## src/rtl/pulse_stretch_sched.sv

```systemverilog
// Round-robin sharing of one pulse-stretching output among N requesters.
// Each requester holds at most one pending request; pulses are separated by a forced low gap.
module pulse_stretch_sched #(
    parameter int N     = 4,
    parameter int CNT_W = 4,
    parameter int GAP   = 1,
    localparam int OW   = $clog2(N)
) (
    input  logic             clk,
    input  logic             rst,
    input  logic [N-1:0]     req_pulse,
    input  logic [CNT_W-1:0] stretch_len,
    output logic             pulse_out,
    output logic [OW-1:0]    owner,
    output logic             busy,
    output logic [N-1:0]     pending,
    output logic [N-1:0]     drop_pulse
);

    typedef enum logic [1:0] {
        IDLE    = 2'd0,
        STRETCH = 2'd1,
        GAP_S   = 2'd2
    } state_t;

    localparam logic [3:0] GAP_LAST = (GAP > 0) ? 4'(GAP - 1) : 4'd0;

    state_t           state_q, state_d;
    logic [CNT_W-1:0] cnt_q, cnt_d;
    logic [3:0]       gcnt_q, gcnt_d;
    logic [OW-1:0]    owner_q, owner_d;
    logic [OW-1:0]    rr_q, rr_d;
    logic [N-1:0]     pending_q, pending_d;
    logic [N-1:0]     drop_q, drop_d;
    logic             pulse_q, busy_q;
    logic [N-1:0]     grant_s;
    logic [OW-1:0]    winner_s;

    // First set bit at or above start, wrapping; scanning downward lets the nearest hit win.
    function automatic logic [OW-1:0] pick_winner(input logic [N-1:0] req,
                                                   input logic [OW-1:0] start);
        logic [OW-1:0] w;
        int            idx;
        w = start;
        for (int k = N - 1; k >= 0; k--) begin
            idx = int'(start) + k;
            idx = (idx >= N) ? idx - N : idx;
            if (req[idx]) begin
                w = OW'(idx);
            end else begin
                w = w;
            end
        end
        return w;
    endfunction

    // Round-robin winner among queued requests.
    always_comb begin
        winner_s = pick_winner(pending_q, rr_q);
    end

    // Scheduler FSM next state, grant and stretch/gap counters.
    always_comb begin
        state_d = state_q;
        cnt_d   = cnt_q;
        gcnt_d  = gcnt_q;
        owner_d = owner_q;
        rr_d    = rr_q;
        grant_s = '0;
        case (state_q)
            IDLE: begin
                if (pending_q != '0) begin
                    grant_s[winner_s] = 1'b1;
                    owner_d = winner_s;
                    rr_d    = (winner_s == OW'(N - 1)) ? '0 : winner_s + 1'b1;
                    cnt_d   = (stretch_len == '0) ? '0 : stretch_len - 1'b1;
                    state_d = STRETCH;
                end else begin
                    state_d = IDLE;
                end
            end
            STRETCH: begin
                if (cnt_q == '0) begin
                    if (GAP > 0) begin
                        state_d = GAP_S;
                        gcnt_d  = GAP_LAST;
                    end else begin
                        state_d = IDLE;
                    end
                end else begin
                    cnt_d = cnt_q - 1'b1;
                end
            end
            GAP_S: begin
                if (gcnt_q == 4'd0) begin
                    state_d = IDLE;
                end else begin
                    gcnt_d = gcnt_q - 4'd1;
                end
            end
            default: begin
                state_d = IDLE;
            end
        endcase
    end

    // A request landing on its own grant edge is re-queued rather than dropped.
    always_comb begin
        pending_d = (pending_q & ~grant_s) | req_pulse;
        drop_d    = req_pulse & pending_q & ~grant_s;
    end

    // State and registered outputs; pulse/busy are derived from the next state.
    always_ff @(posedge clk) begin
        if (rst) begin
            state_q   <= IDLE;
            cnt_q     <= '0;
            gcnt_q    <= 4'd0;
            owner_q   <= '0;
            rr_q      <= '0;
            pending_q <= '0;
            drop_q    <= '0;
            pulse_q   <= 1'b0;
            busy_q    <= 1'b0;
        end else begin
            state_q   <= state_d;
            cnt_q     <= cnt_d;
            gcnt_q    <= gcnt_d;
            owner_q   <= owner_d;
            rr_q      <= rr_d;
            pending_q <= pending_d;
            drop_q    <= drop_d;
            pulse_q   <= (state_d == STRETCH);
            busy_q    <= (state_d != IDLE);
        end
    end

    assign pulse_out  = pulse_q;
    assign owner      = owner_q;
    assign busy       = busy_q;
    assign pending    = pending_q;
    assign drop_pulse = drop_q;

endmodule

```

## config.mk

```make
export PLATFORM = sky130hd
export DESIGN_NAME = pulse_stretch_sched
export DESIGN_NICKNAME = d
export VERILOG_FILES = /design/src/rtl/pulse_stretch_sched.sv
export SDC_FILE = /design/constraint.sdc
export NUM_CORES = 1
export LEC_CHECK = 0
export CAP_MARGIN = 15
export CORE_AREA = 10 10 76 59
export CTS_CLUSTER_DIAMETER = 150
export DETAILED_ROUTE_END_ITERATION = 12
export DIE_AREA = 0 0 86 69
export PLACE_DENSITY = 0.72
export SYNTH_ARGS = -nofsm -noshare
export SYNTH_HDL_FRONTEND = slang
export SYNTH_SLANG_ARGS = --single-unit
```

## constraint.sdc

```tcl
create_clock -name clk -period 1.55 [get_ports clk]
set_clock_uncertainty 0.05 [all_clocks]
set_input_delay 0.31 -clock clk [delete_from_list [all_inputs] [get_ports clk]]
set_output_delay 0.31 -clock clk [all_outputs]
set_load 0.01 [all_outputs]
```

==> summary.txt, run 1 <==
Status
  – Outcome: finished with violations
  – Failing checks: negative setup slack

Synth
  – Mux share of post-synthesis cell area: 0%
  – Sequential fraction of the synthesis area: roughly a third
  – Main flop type after synthesis: dfxtp_1
  – Synth warn: 0
  – Async set-or-reset flop fraction in the synthesized netlist: 0%
  – Top cell type's share of synthesized area: 34.6%
  – Post-Synth Simple-Gate Area: ~26%
  – Synth area leaders: dfxtp_1 35%, ha_1 9.9%, a21oi_1 6.5%, nand2_1 4.3%, inv_1 3.5%
  – Synth area leader: dfxtp_1
  – XOR/XNOR Fraction of Synth Area: 0%
  – Synth Area in Compound Gates: roughly a quarter
  – Post-Syn Nets: ~180
  – Largest family of logic cells by synthesized area: simple AND/OR/NAND/NOR gates
  – Synthesized area: ~1400 um2
  – Avg Cell Area, Syn: ~8.6 um2
  – Adder-Cell Fraction of Synth Area: under 10%
  – Number of synthesized flops with an enable pin: 0
  – Yosys cell types: 48
  – Synth Instances: about 160
  – Synth Register Bits: 24

STA
  – Crit share post-route: 103%
  – Final worst setup slack: -0.0476 ns
  – Minimum clock period: between 1.5 and 2 ns
  – Hold_ws: 0.457 ns
  – Fmax: roughly 630 MHz
  – Max-slew violation count: 0
  – Slew HR: between 70% and 80%
  – Worst Tran Pin Value: around 0.35 ns
  – Final hold violations: 0
  – Setup violators final: 6
  – RSZ-0062 raised after global routing: yes

Routing
  – Via total after detailed routing: 1351
  – First drt pass iteration count: 4
  – 1st-iter DRT viols: 60
  – Drt total wl: roughly 3800 um
  – Via/cell ratio: approximately 5.4
  – Post-DR wirelength/cell: between 15 and 20 um
  – # DRC: 0
  – Routed Antenna Nets: 0

Setup path
  – FF-to-FF path depth: 6
  – Crit path to: busy$_SDFF_PP0_
  – Crit path launch: gcnt_q[1]$_SDFFE_PP0P_
  – Kind of critical path: reg2reg
  – RR Endpoint: busy$_SDFF_PP0_
  – CP max FO: 2
  – WP data arrival: around 1.7 ns
  – CP startpoint kind: flop
  – FF-to-FF setup slack: -0.05 ns
  – Worst flop-to-flop path startpoint: gcnt_q[1]$_SDFFE_PP0P_
  – Endpoint type of the worst setup path: flop
  – Critical Path RT: around 1.7 ns

Finish
  – Filler cells: about 220
  – Commonest non-fill, non-tap cells in the layout: 32 x buf_4, 16 x clkdlybuf4s50_1, 13 x nor2_1, 13 x dfxtp_1, 10 x nand2_1
  – Ratio of cells with drive above 1 in the final layout: ~45%
  – # nets final: around 240
  – Post-Layout Cell Count: around 250
  – Ant. Diodes: 0
  – Util after Layout: a little over two thirds
  – Finished Cell Area: 2110 um2
  – Area grow syn2layout: 52.1%
  – Commonest non-fill, non-tap cell in the layout: buf_4

CTS
  – CTS Hold Bufs: 0
  – CTS clock-pin slew for the worst setup and hold paths: 0.09 ns
  – CTS tree: done
  – CTS H-tree lvls: 1
  – Worst-case clock buffer depth: 2
  – Worst-Skew Late Latency: about 0.27 ns
  – CTS Buf Count: 3
  – Clock Sinks: 24
  – Root buffer cell: clkbuf_8

Global route
  – First-pass GRT wire length: between 6000 and 7000 um
  – GRT overflow: 0
  – Largest net degree at the start of global routing: 18
  – Initial antenna violation count: 0
  – GRT Total Usage: between 10% and 20%
  – Vias in the first global route: roughly 1300

Die
  – Die Y: between 60 and 70 um
  – Core Box Area: 3040 um2
  – Starting density of the core: a little under half
  – Die footprint: between 5000 and 6000 um2
  – # rows: 17
  – Io pins: 22
  – Die width: 86 um

Power
  – Peak VDD IR: 0.979 mV
  – LEAKAGE: slightly below 0.0009 uW
  – P_sw: between 1000 and 1500 uW
  – Reg power frac: roughly 30%
  – Clock power share: between 10% and 20%
  – Total internal power: approximately 1900 uW
  – Gate power share: between 50% and 60%
  – PD cells: 1490 nW/um2
  – Sw Share: about two fifths

Hold path
  – Worst hold path class: reg2reg

Place
  – Port buffer count: 21
  – GP Congestion: ~0.85
  – Placed instance count: approximately 240
  – Post-DP Area: roughly 1800 um2
  – DP Wirelength: around 2700 um

Flow run
  – Max_cap viols: 0
-- cells by family after synthesis --
| kind of cell | count (synthesis) |
|---|---|
| and+or+nand+nor | 59 |
| buffers and inverters | 20 |
| adders and majority gates | 11 |
| AOI/OAI and AO/OA | 47 |
| DFF | 24 |
-- critical path, stage by stage, from the launching register on --
cell,delay [ns]
dfxtp_2,0.33
inv_2,0.07
ha_4,0.13
or3b_4,0.38
a221o_1,0.36
nand2_2,0.10
nand2_1,0.05
-- flip-flops by register name, indices dropped and copies added, names as in the netlist --
name and flops:
pulse_out 1, drop_pulse 4, busy 1, gcnt_q 4, rr_q 2, owner 2
state_q 2, pending 4, cnt_q 4
-- metrics by stage --
stage               TNS (ns)  setup WS (ns)  total power, uW
floorplan            -0.0269        -0.0269             1800
global placement      -0.293         -0.147             2320
detailed placement    -0.600         -0.191             2370
CTS                  -0.0454        -0.0296             2880
global route          -0.966         -0.105             3370
finish                -0.148        -0.0476             3140
-- cells in the mapped netlist (2+ instances only) --
master	number
dfxtp_1	24
a21oi_1	18
nand2_1	16
inv_1	13
nor2_1	13
ha_1	11
o21ai_0	8
nor3_1	6
and4b_1	4
nor2b_1	3
or3_1	3
a211oi_2	2
a31oi_1	2
clkbuf_1	2
nor3b_1	2
o21bai_1	2
-- layer usage --
layer,vias up,share of wire [%],track usage (%)
met3,8,6.1,4.33
li1,678,-,-
met2,29,46,19.2
met5,-,0,0
met1,636,47,14.7
met4,0,1.1,2.72
-- area by class of cell --
| type | instances | area, um2 | share of cell area, % |
|---|---|---|---|
| timing repair buffer | 54 | 459 | 21.7 |
| inverter | 15 | 58.8 | 2.78 |
| multi-input combinational | 117 | 1000 | 47.5 |
| clock buffer | 4 | 45.0 | 2.13 |
| tap | 38 | 47.5 | 2.25 |
| sequential | 24 | 499 | 23.6 |
-- how the worst min path moves through the flow --
stage / cells after the start / slack [ns] / from / end
4_1_cts: 2 / 0.46 / gcnt_q[3]$_SDFFE_PP0P_ / gcnt_q[3]$_SDFFE_PP0P_
3_3_place_gp: 2 / 0.43 / gcnt_q[3]$_SDFFE_PP0P_ / gcnt_q[3]$_SDFFE_PP0P_
3_5_place_dp: 2 / 0.44 / gcnt_q[3]$_SDFFE_PP0P_ / gcnt_q[3]$_SDFFE_PP0P_
6_report: 2 / 0.46 / owner[0]$_SDFFE_PP0P_ / owner[0]$_SDFFE_PP0P_
2_1_floorplan: 2 / 0.38 / req_pulse[2] / pending[2]$_SDFF_PP0_
5_1_grt: 2 / 0.49 / owner[0]$_SDFFE_PP0P_ / owner[0]$_SDFFE_PP0P_
-- power by group through the flow --
stage          clock network [uW]  logic (uW)  registers, uW
2_1_floorplan                   0         874            925
3_3_place_gp                    0        1420            894
3_5_place_dp                    0        1460            905
4_1_cts                       390        1590            902
5_1_grt                       415        2000            950
6_report                      379        1830            927
-- what timing repair did --
item | in CTS | in global routing
pin swaps | 6 | 17
gates resized for setup | 24 | 34
buffers inserted | 4 | 3
setup endpoints to repair | 19 | 23
Power figures use the tool's default switching activity.
==> run 2: changes to the inputs <==
==> constraint.sdc (replaced) <==
create_clock -name clk -period 1.55 [get_ports clk]
set_clock_uncertainty 0.05 [all_clocks]
set_input_delay 0.155 -clock clk [delete_from_list [all_inputs] [get_ports clk]]
set_output_delay 0.155 -clock clk [all_outputs]
set_load 0.01 [all_outputs]
==> run 2 against run 1 <==
The run still ends with negative setup slack left. Global-route usage fell by 0.29 points. Worst hold slack got worse by 0.014 ns. Sequential power barely moved. Register-to-register slack improved by 0.02 ns. Sequential share of layout area fell by 0.40 points. Maximum frequency rose by 1.1%. Setup slack improved by 0.017 ns. Sequential cell count did not move. Largest cell class unchanged.
==> summary.txt, run 2 (same netlist as run 1, synthesis figures left out) <==
Place
  – GP Congestion: 0.823
  – DP Wirelength: ~2800 um
  – Post-DP Area: roughly 1800 um2
  – Port buffer count: 21

Global route
  – First-pass GRT wire length: between 5000 and 6000 um
  – Vias in the first global route: 1310
  – GRT overflow: 0
  – M1 GR Usage: approximately 15%
  – Initial antenna violation count: 0
  – GRT Total Usage: 11.7%
  – Grt met3 use: ~4.2%
  – GR peak layer: met2
  – Largest net degree at the start of global routing: 18
  – GR Util met2: approximately 19%

Finish
  – Finished Cell Area: about 2200 um2
  – Area grow syn2layout: 55.9%
  – Ant. Diodes: 0
  – Util after Layout: between 70% and 80%
  – Commonest non-fill, non-tap cells in the layout: 33 x buf_4, 18 x clkdlybuf4s50_1, 12 x nand2_1, 12 x dfxtp_1, 11 x a21oi_1
  – Filler cells: approximately 220
  – Ratio of cells with drive above 1 in the final layout: a little under half
  – # nets final: roughly 240
  – Commonest non-fill, non-tap cell in the layout: buf_4

Routing
  – # DRC: 0
  – 1st-iter DRT viols: 67
  – Post-DR wirelength/cell: ~16 um
  – First drt pass iteration count: 4
  – Via total after detailed routing: ~1400
  – Via/cell ratio: 5.47
  – Drt total wl: slightly above 4000 um
  – Routed Antenna Nets: 0

STA
  – Worst Tran Pin Value: about 0.35 ns
  – Setup_tns: -0.0590 ns
  – Setup violators final: 4
  – Crit share post-route: 102%
  – Final hold violations: 0
  – Minimum clock period: 1.58 ns
  – Final worst setup slack: -0.0301 ns
  – RSZ-0062 raised after global routing: yes
  – Max-slew violation count: 0
  – Slew HR: approximately 77%
  – Fmax: 633 MHz

Die
  – Starting density of the core: approximately 46%
  – Core Box Area: between 3000 and 4000 um2
  – Die Y: 69 um
  – Io pins: 22
  – Die width: around 86 um
  – # rows: 17
  – Die footprint: ~5900 um2

Power
  – PD cells: ~1500 nW/um2
  – LEAKAGE: 0.000888 uW
  – Peak VDD IR: 0.962 mV

CTS
  – CTS H-tree lvls: 1
  – CTS Hold Bufs: 0
  – CTS Buf Count: 3
  – Worst-case clock buffer depth: 2
  – Root buffer cell: clkbuf_8
  – Clock Sinks: 24
  – Worst-Skew Late Latency: roughly 0.26 ns
  – CTS tree: done
  – CTS clock-pin slew for the worst setup and hold paths: 0.08 ns

Setup path
  – CP startpoint kind: flop
  – Endpoint type of the worst setup path: flop
  – FF-to-FF setup slack: -0.03 ns
  – Kind of critical path: reg2reg
  – Critical Path RT: roughly 1.7 ns
  – CP max FO: 4
  – WP data arrival: ~1.7 ns

Status
  – Failing checks: negative setup slack
  – Outcome: finished with violations

Flow run
  – Max_cap viols: 0

Hold path
  – Worst hold path class: in2reg
==> run 2: worst paths after layout <==
path,start,end,cells past startpoint
max reg2reg,gcnt_q[0]$_SDFFE_PP0P_,gcnt_q[0]$_SDFFE_PP0P_,6
min reg2reg,owner[1]$_SDFFE_PP0P_,owner[1]$_SDFFE_PP0P_,2
min,req_pulse[1],pending[1]$_SDFF_PP0_,3
max,gcnt_q[0]$_SDFFE_PP0P_,gcnt_q[0]$_SDFFE_PP0P_,6
==> run 2: layout make-up <==
type / count / area, um2 / area share, %
flip-flops and latches: 24 / 503 / 23.2
inverters: 15 / 58.8 / 2.72
repair buffers: 54 / 462 / 21.3
multi-input cells: 117 / 1050 / 48.4
well taps: 38 / 47.5 / 2.20
clock buffers: 4 / 45.0 / 2.08
==> run 2: critical path, stage by stage, from the launching register on <==
cell	delay (ns)
dfxtp_2	0.33
inv_2	0.07
ha_4	0.13
or3b_4	0.39
o221ai_1	0.30
nand2_1	0.11
a21oi_2	0.14
==> run 2: where the power goes <==
part | leakage, uW | internal, uW | total [uW] | switching [uW]
Clock | 0.0000228 | 183 | 371 | 187
Sequential | 0.000202 | 775 | 930 | 155
Combinational | 0.000662 | 972 | 1950 | 980
==> run 2: through the flow <==
| stage | hold slack (ns) | setup slack [ns] | instances | total power [uW] |
|---|---|---|---|---|
| after global routing | 0.473 | -0.125 | 252 | 3460 |
| after CTS | 0.444 | -0.0256 | 247 | 2830 |
| after global placement | 0.435 | -0.0228 | 240 | 2300 |
| after detailed placement | 0.449 | -0.0721 | 240 | 2380 |
| after floorplan | 0.221 | -0.0269 | 161 | 1800 |
| final | 0.442 | -0.0301 | 252 | 3250 |
==> run 2: timing repair <==
action,CTS,global route
pin swaps,10,15
setup endpoints to repair,22,25
gates resized for setup,20,45
setup buffers,3,5
==> run 2: metal layers <==
layer / up-vias / wire length (um)
li1: 684 / -
met1: 652 / 1900
met2: 36 / 1910
met3: 6 / 213
met4: 0 / 34
met5: - / 0
